==> src/rtl/sr_setup_bank_pkg.sv <==
// sr_setup_bank_pkg: shared conflict encodings, clear-FSM states and counter helper
package sr_setup_bank_pkg;
    localparam int RESET_DOM = 0;
    localparam int SET_DOM   = 1;
    localparam int HOLD      = 2;
    localparam int TOGGLE    = 3;
    typedef enum logic [1:0] {IDLE, CLEAR, ACK} clr_state_t;
    function automatic logic [63:0] sat_inc(input logic [63:0] v, input logic [63:0] max);
        return (v >= max) ? max : v + 64'd1;
    endfunction
endpackage

==> src/rtl/sr_setup_bank_cell.sv <==
// sr_cell_next: next value of one S/R cell, force0 overriding the set/reset decode
module sr_cell_next
    import sr_setup_bank_pkg::*;
#(
    parameter int CONFLICT_MODE = RESET_DOM
) (
    input  logic s,
    input  logic r,
    input  logic q,
    input  logic force0,
    output logic q_next
);
    logic conflict_val;
    assign conflict_val = (CONFLICT_MODE == SET_DOM) ? 1'b1 :
                          (CONFLICT_MODE == HOLD)    ? q    :
                          (CONFLICT_MODE == TOGGLE)  ? ~q   : 1'b0;
    assign q_next = force0 ? 1'b0 : (s && r) ? conflict_val : s ? 1'b1 : r ? 1'b0 : q;
endmodule

==> src/rtl/sr_setup_bank.sv <==
// sr_setup_bank: bank of S/R cells with force-clear, handshaked sequenced clear and conflict stats
module sr_setup_bank
    import sr_setup_bank_pkg::*;
#(
    parameter int CHANNELS      = 8,
    parameter int CONFLICT_MODE = 0,
    parameter int CLR_SWEEP     = 1,
    parameter int CNT_W         = 8
) (
    input  logic                clk,
    input  logic                rst_n,
    input  logic [CHANNELS-1:0] s,
    input  logic [CHANNELS-1:0] r,
    input  logic                is0,
    input  logic                clr_req,
    output logic                clr_ack,
    output logic                busy,
    output logic [CHANNELS-1:0] q,
    output logic                q_changed,
    input  logic                cnt_clr,
    output logic [CNT_W-1:0]    conflict_cnt,
    output logic                conflict_flag
);
    localparam int IDX_W = (CHANNELS > 1) ? $clog2(CHANNELS) : 1;
    localparam logic [IDX_W-1:0] LAST = IDX_W'(CHANNELS - 1);
    localparam logic [63:0] CNT_MAX = 64'({CNT_W{1'b1}});

    clr_state_t state, state_next;
    logic [IDX_W-1:0] idx, idx_next;
    logic [CHANNELS-1:0] target, s_g, r_g, q_next;
    logic conflict;

    // busy mirrors the CLEAR state, so it gates s/r and selects the cleared channel(s)
    assign target = (CLR_SWEEP != 0) ? (CHANNELS'(1) << idx) : '1;
    assign s_g = busy ? '0 : s;
    assign r_g = busy ? '0 : r;
    assign conflict = !is0 && !busy && |(s & r);

    for (genvar g = 0; g < CHANNELS; g++) begin : g_cell
        sr_cell_next #(.CONFLICT_MODE(CONFLICT_MODE)) u_cell (
            .s     (s_g[g]),
            .r     (r_g[g]),
            .q     (q[g]),
            .force0(is0 || (busy && target[g])),
            .q_next(q_next[g])
        );
    end

    // clear sequencer: accept request in IDLE, sweep (or clear at once), then hold ack
    always_comb begin
        state_next = state;
        idx_next = idx;
        case (state)
            IDLE: begin
                if (clr_req) begin
                    state_next = CLEAR;
                    idx_next = '0;
                end
            end
            CLEAR: begin
                if (is0 || CLR_SWEEP == 0 || idx == LAST) state_next = ACK;
                else idx_next = idx + 1'b1;
            end
            ACK: state_next = clr_req ? ACK : IDLE;
            default: state_next = IDLE;
        endcase
    end

    // cell storage, change detect and registered FSM-derived outputs
    always_ff @(posedge clk or negedge rst_n) begin
        if (!rst_n) begin
            state <= IDLE;
            idx <= '0;
            q <= '0;
            q_changed <= 1'b0;
            busy <= 1'b0;
            clr_ack <= 1'b0;
        end else begin
            state <= state_next;
            idx <= idx_next;
            q <= q_next;
            q_changed <= q_next != q;
            busy <= state_next == CLEAR;
            clr_ack <= state_next == ACK;
        end
    end

    // saturating conflict counter and sticky flag; clear beats a simultaneous conflict
    always_ff @(posedge clk or negedge rst_n) begin
        if (!rst_n) begin
            conflict_cnt <= '0;
            conflict_flag <= 1'b0;
        end else if (cnt_clr) begin
            conflict_cnt <= '0;
            conflict_flag <= 1'b0;
        end else if (conflict) begin
            conflict_cnt <= CNT_W'(sat_inc(64'(conflict_cnt), CNT_MAX));
            conflict_flag <= 1'b1;
        end
    end
endmodule

==> config.mk <==
export PLATFORM = sky130hd
export DESIGN_NAME = sr_setup_bank
export DESIGN_NICKNAME = d
export VERILOG_FILES = /design/src/rtl/sr_setup_bank_pkg.sv /design/src/rtl/sr_setup_bank_cell.sv /design/src/rtl/sr_setup_bank.sv
export SDC_FILE = /design/constraint.sdc
export NUM_CORES = 1
export LEC_CHECK = 0
export CAP_MARGIN = 40
export CORE_MARGIN = 3
export CORE_UTILIZATION = 45
export CTS_CLUSTER_DIAMETER = 120
export DETAILED_ROUTE_END_ITERATION = 12
export GPL_TIMING_DRIVEN = 1
export PLACE_DENSITY = 0.74
export SYNTH_ARGS = -nofsm -noshare
export SYNTH_HDL_FRONTEND = slang
export SYNTH_SLANG_ARGS = --single-unit
export TNS_END_PERCENT = 30
==> constraint.sdc <==
create_clock -name clk -period 2.2 [get_ports clk]
set_clock_uncertainty 0.2 [all_clocks]
set_input_delay 0.44 -clock clk [delete_from_list [all_inputs] [get_ports clk]]
set_output_delay 0.44 -clock clk [all_outputs]
set_load 0.005 [all_outputs]
==> impl_metrics.yaml, run 1 <==
status:
  outcome: "complete, no violations"
yosys:
  yosysUniqueCellTypes: 47
  synth-main-ff-cell: "dfrtp_1"
  seq_area_frac_synth_pct: 37.3
  synth_area_leader_cell: "dfrtp_1"
  synth_warnings: 0
  syn_inst: 182
  syn_area_per_cell_um2: 9.21
  yosysTopAreaCellShare_pct: 37.3
  synth_nets: 210
  synth_area_mm2: 0.00168
  yosys_register_bits: 25
  synth.area.top_cells: "dfrtp_1 37%, nor2_1 6.3%, ha_1 5.2%, nor2b_1 4.1%, buf_4 4.0%"
  synthArstFlopShare_pct: 100
  synth_edf_count: 0
setup_path:
  reg2reg_from: "idx[0]"
  worst-path-buf-inv: 1
  path_class: "input port to flip-flop"
  reg2reg_depth: 6
  r2r-end: "q_changed"
  cp_cell_sequence: "clkdlybuf4s50_1 > a22oi_1 > a41oi_4 > and3_1 > a311oi_1"
  cp.arrival_ps: 2040
  worstSetupStartpointType: "input port"
  r2r_slack_ps: 160
  required_ps: 2160
  cpMaxStageDelayCell: "clkdlybuf4s50_1"
  crit_fanout: 11
  path_delay_family: "compound AO/OA/AOI/OAI gates"
  end_kind: "flip-flop"
  critPathMaxStageDelay_ps: 460
power:
  ir_drop_mv: 0.499
  seq_power_share_pct: 42.0
  swShare_pct: 34.8
  p_leak_uw: 0.000956
  power.total_uw: 1490
  switchingPower_uw: 517
  combPwrFrac_pct: 39.8
  p_per_area_mw_per_mm2: 657
  clockPowerShare_pct: 18.2
  p_int_uw: 971
floorplanning:
  initial_core_util_pct: 48.3
  ioPinCount: 41
  die_width_um: 67.0
  num_rows: 21
  core-area_mm2: 0.00347
  dieArea_mm2: 0.00449
  die_height_um: 67.0
clock_tree:
  cts_tree: "built"
  cts_root_buffer: "clkbuf_8"
  clk_pin_slew_ps: 100
  cts_buffers: 3
  cts.path.max_buffers: 2
  cts_sinks: 25
  h-tree-depth: 1
  clk_latency_ps: 270
  post_cts_buffers: 0
placed_design:
  place_congestion: 0.895
  dpl.hpwl_um: 3430
  place_inst: 277
  pre_cts_slack_ps: -123
  port_buffers: 40
hold_path:
  hp-class: "input port to asynchronous set/reset pin"
cells_and_area:
  final_common_cell: "clkdlybuf4s50_1"
  nets: 264
  layout-drive-gt1-share_pct: 15.7
  areaGrowthSynthToFinish_pct: 35.1
  fin_cells: 281
  antennaDiodeCount: 0
  final_util_pct: 65.3
  final_cell_mix: "40 x clkdlybuf4s50_1, 28 x nor2_1, 25 x buf_4"
detailed_routing:
  drcViolationCount: 0
  wirelength_um: 4360
  firstDrtPassIters: 4
  drt-initial-drc-count: 98
  ant_nets: 0
  viasPerCell: 5.62
  wl_per_cell_um: 15.5
  vias: 1580
global_route:
  grt_pass1_wl_um: 7200
  antenna_found_initial: 0
  grt_pass1_vias: 1522
  grt_remaining_overflow: 0
  grt_usage_pct: 20.6
  grt_max_degree: 26
timing:
  slew_headroom_pct: 71.8
  period_minus_slack_ps: 2070
  max_freq_mhz: 482
  worst_slew_pin_slew_ps: 420
  period_share_pct: 94.3
  hold_viol_final: 0
  slew_viol_final: 0
  rsz0062_at_grt: "no"
  timing.final.ws_setup_ps: 126
  final-setup-viol-count: 0
flow_run:
  max_cap_viol_count: 0
[layout make-up]
type / count / area (um^2)
fillers: 308 / 1200
multi-input cells: 137 / 931
flip-flops and latches: 25 / 627
repair buffers: 65 / 588
well taps: 46 / 57.6
clock buffers: 4 / 45.0
inverters: 4 / 15.0
[through the flow]
stage | hold slack, ps | area (um^2) | TNS (ps)
floorplan | -55.6 | 1680 | 0
global placement | 284 | 2210 | -565
detailed placement | 310 | 2210 | -676
CTS | 332 | 2260 | 0
global route | 353 | 2260 | 0
finish | 326 | 2260 | 0
[power by group through the flow]
stage	logic, uW	clock network [uW]	registers (uW)
after floorplan	359	0	593
after global routing	655	296	638
final	592	271	625
after global placement	564	0	626
after detailed placement	584	0	630
after CTS	588	277	623
[how the worst max path moves through the flow]
stage,startpoint,end,slack [ps],cells past startpoint
after floorplan,idx[0],q_changed,320,6
after global placement,r[0],conflict_cnt[5],-140,5
after global routing,idx[0],q_changed,20,6
final,r[0],conflict_cnt[5],130,5
after detailed placement,is0,q_changed,-120,6
after CTS,busy,busy,6,1
[metal layers]
layer | wire (um) | up-vias | track usage [%]
met1 | 2080 | 764 | 28.9
met4 | 23 | 0 | 4.56
met5 | 0 | - | 0
met2 | 2060 | 43 | 33.4
li1 | - | 771 | -
met3 | 201 | 2 | 2.53
[timing repair]
action,4_1_cts,5_1_grt
gates resized for setup,0,3
hold buffers,0,0
endpoints found under the setup margin,0,2
[state kept, by name (all words and copies together), names as in the netlist]
name           cells
busy               1
clr_ack            1
conflict_cnt       8
conflict_flag      1
idx                3
q                  8
q_changed          1
state              2
[logic make-up (layout without fill, tap and decap cells)]
| group | after synthesis | in the layout | share of synthesized area, % |
|---|---|---|---|
| DFF | 25 | 25 | 37.3 |
| adders and majority gates | 7 | 7 | 5.23 |
| and+or+nand+nor | 79 | 79 | 24.4 |
| buffers and inverters | 20 | 73 | 7.47 |
| muxes | 2 | 2 | 1.19 |
| AOI/OAI and AO/OA | 49 | 49 | 24.3 |
[cells in the mapped netlist (2+ instances only)]
cell / instances
buf_6: 2
a31oi_1: 5
nor2b_1: 11
nor3_1: 8
a311o_1: 2
ha_1: 7
clkbuf_1: 3
nor2_1: 28
a22o_1: 2
inv_1: 4
mux2i_1: 2
a41oi_1: 3
a211oi_1: 2
nand2_1: 12
o31a_1: 3
nand4b_1: 2
dfrtp_1: 25
and4_1: 2
o21ai_0: 6
and3_1: 7
buf_4: 9
o21bai_1: 2
a21oi_1: 3
o22ai_1: 2
a311oi_1: 3
a22oi_1: 6
[worst register-to-register path, delay by kind of cell (launching register included)]
| kind | cells | cell delay (ps) |
|---|---|---|
| and+or+nand+nor | 2 | 320 |
| buffers and inverters | 1 | 100 |
| DFF | 1 | 410 |
| adders and majority gates | 1 | 250 |
| AOI/OAI and AO/OA | 2 | 630 |
No activity file was read; power rests on OpenSTA's default activity.
==> run 2, diff against run 1 <==
--- a/config.mk
+++ b/config.mk
@@ -5,13 +5,13 @@
 export SDC_FILE = /design/constraint.sdc
 export NUM_CORES = 1
 export LEC_CHECK = 0
-export CAP_MARGIN = 40
-export CORE_MARGIN = 3
+export ABC_AREA = 1
+export CAP_MARGIN = 5
 export CORE_UTILIZATION = 45
 export CTS_CLUSTER_DIAMETER = 120
 export DETAILED_ROUTE_END_ITERATION = 12
 export GPL_TIMING_DRIVEN = 1
-export PLACE_DENSITY = 0.74
+export PLACE_DENSITY = 0.73
 export SYNTH_ARGS = -nofsm -noshare
 export SYNTH_HDL_FRONTEND = slang
 export SYNTH_SLANG_ARGS = --single-unit
==> run 2 against run 1 <==
  * Via count fell by 4.5%
  * Global-route usage fell by 1.6 points
  * Clock-buffer cell count fell by 1
  * Setup slack improved by 110 ps
  * Register-to-register slack improved by 230 ps
  * Fmax rose by 5.8%
  * Final cell count rose by 9.3%
  * Core utilization fell by 5.7 points
  * Sequential power rose by 4.6%
  * Non-clock buffer count fell by 22
  * First-iteration DRC count fell by 30%
  * Die area fell by 7.7%
  * Critical path type is now flip-flop to output pin
  * Largest cell class unchanged
==> impl_metrics.yaml, run 2 <==
setup_path:
  worst-path-buf-inv: 1
  worstSetupStartpointType: "flip-flop"
  path_delay_family: "buffers and inverters"
  reg2reg_depth: 10
  cp_cell_sequence: "clkdlybuf4s50_1"
  reg2reg_from: "busy"
  r2r_slack_ps: 390
  r2r-end: "q_changed"
  cp.arrival_ps: 1320
  cpMaxStageDelayCell: "clkdlybuf4s50_1"
  crit_fanout: 7
  critPathMaxStageDelay_ps: 560
  required_ps: 1560
  path_class: "flip-flop to output pin"
  end_kind: "output pin"
yosys:
  synth.area.top_cells: "dfrtp_1 36%, nand2_1 15%, nand3_1 6.9%, inv_1 6.4%, ha_1 5.0%"
  synthArstFlopShare_pct: 100
  seq_area_frac_synth_pct: 35.7
  yosysTopAreaCellShare_pct: 35.7
  synthTopCellsByCount: "68 x nand2_1, 30 x inv_1, 25 x dfrtp_1, 24 x nand3_1, 11 x nand4_1"
  synth_nets: 251
  synth_warnings: 0
  syn_inst: 223
  synth_most_common_cell: "nand2_1"
  yosysUniqueCellTypes: 26
  synth-main-ff-cell: "dfrtp_1"
  syn_area_per_cell_um2: 7.86
  synth_area_mm2: 0.00175
  yosys_register_bits: 25
  synth_area_leader_cell: "dfrtp_1"
  synth_edf_count: 0
detailed_routing:
  viasPerCell: 4.92
  firstDrtPassIters: 4
  drcViolationCount: 0
  wirelength_um: 3550
  drt-initial-drc-count: 69
  vias: 1509
  wl_per_cell_um: 11.6
  ant_nets: 0
hold_path:
  hp-class: "input port to asynchronous set/reset pin"
clock_tree:
  clk_latency_ps: 270
  h-tree-depth: 1
  post_cts_buffers: 0
  cts_tree: "built"
  cts_resized: 0
  cts_sinks: 25
  cts_root_buffer: "clkbuf_8"
  cts_buffers: 3
  cts.path.max_buffers: 2
  clk_pin_slew_ps: 90
  postCtsHoldBufs: 0
global_route:
  met3_usage_pct: 3.57
  grt_usage_pct: 18.9
  antenna_found_initial: 0
  grt_pass1_vias: 1427
  grt_pass1_wl_um: 6160
  grt_max_degree: 26
  gr-usage-met2_pct: 30.5
  grt_remaining_overflow: 0
  use_met1_pct: 25.6
  top_usage_layer: "met2"
power:
  swShare_pct: 40.6
  p_int_uw: 1060
  p_per_area_mw_per_mm2: 815
  p_leak_uw: 0.00111
  clockPowerShare_pct: 15.2
  seq_power_share_pct: 36.5
  ir_drop_mv: 0.581
  switchingPower_uw: 728
  combPwrFrac_pct: 48.3
  power.total_uw: 1790
cells_and_area:
  nets: 288
  layout-drive-gt1-share_pct: 13.5
  fin_cells: 307
  final_cell_mix: "68 x nand2_1, 40 x clkdlybuf4s50_1, 30 x inv_1"
  antennaDiodeCount: 0
  design_area_mm2: 0.00220
  final_common_cell: "nand2_1"
  top_regs: "conflict_cnt (8), q (8), idx (3)"
  areaGrowthSynthToFinish_pct: 25.4
timing:
  max_freq_mhz: 510
  period_minus_slack_ps: 1960
  hold_viol_final: 0
  slew_headroom_pct: 69.3
  slew_viol_final: 0
  tns_ps: 0
  rsz0062_at_grt: "no"
  period_share_pct: 89.1
  final-setup-viol-count: 0
  worst_slew_pin_slew_ps: 460
  whs_ps: 324
floorplanning:
  ioPinCount: 41
  die_width_um: 64.4
  dieArea_mm2: 0.00415
  num_rows: 22
  core-area_mm2: 0.00369
  initial_core_util_pct: 47.5
  die_height_um: 64.4
placed_design:
  place_inst: 303
  placed_area_mm2: 0.00215
  dpl.hpwl_um: 2750
  place_congestion: 0.747
  port_buffers: 40
status:
  outcome: "complete, no violations"
flow_run:
  max_cap_viol_count: 0
[run 2: cell count changes in the layout (fill, tap and decap cells not counted), moves of 9 or more]
cell     change
nor2b_1     -11
nand4_1     +11
buf_4       -23
nand3_1     +23
nor2_1      -23
nand2_1     +56
nand2_2      +9
inv_1       +26
[run 2: cell type report]
cell class	count	area, um^2
tap	48	60.1
clock buffer	3	41.3
multi-input combinational	156	911
clock inverter	1	7.51
inverter	31	116
sequential	25	626
timing repair buffer	43	435
fill	342	1490
[run 2: cell families after synthesis]
group / count (synthesis) / share of synthesized area (%)
XOR/XNOR: 4 / 2.00
buffers and inverters: 42 / 12.3
flip-flops: 25 / 35.7
AO/OA/AOI/OAI: 18 / 9.64
AND/OR/NAND/NOR: 127 / 35.4
adder cells (fa/ha/maj): 7 / 5.00
[run 2: worst max path at each step]
stage,from,end,depth (start not counted)
after floorplan,idx[0],q_changed,10
after global placement,r[4],conflict_cnt[1],7
after detailed placement,r[4],conflict_cnt[1],7
after CTS,conflict_cnt[5],conflict_cnt[5],1
after global routing,conflict_cnt[5],conflict_cnt[5],1
final,conflict_cnt[5],conflict_cnt[5],1
[run 2: metal layers]
layer | vias to the layer above | share of wire [%]
li1 | 775 | -
met3 | 2 | 3.9
met2 | 34 | 48
met1 | 698 | 47
met5 | - | 0
met4 | 0 | 0.76
[run 2: power by group through the flow]
| stage | combinational [uW] | clock [uW] | sequential [uW] |
|---|---|---|---|
| floorplan | 637 | 0 | 648 |
| global placement | 848 | 0 | 660 |
| detailed placement | 863 | 0 | 665 |
| CTS | 870 | 285 | 656 |
| global route | 966 | 301 | 671 |
| finish | 865 | 273 | 654 |
[run 2: through the flow]
stage	utilization (%)	worst slack, ps
2_1_floorplan	-	595
3_3_place_gp	58.2	185
3_5_place_dp	58.2	172
4_1_cts	59.6	235
5_1_grt	59.6	181
6_report	59.6	240
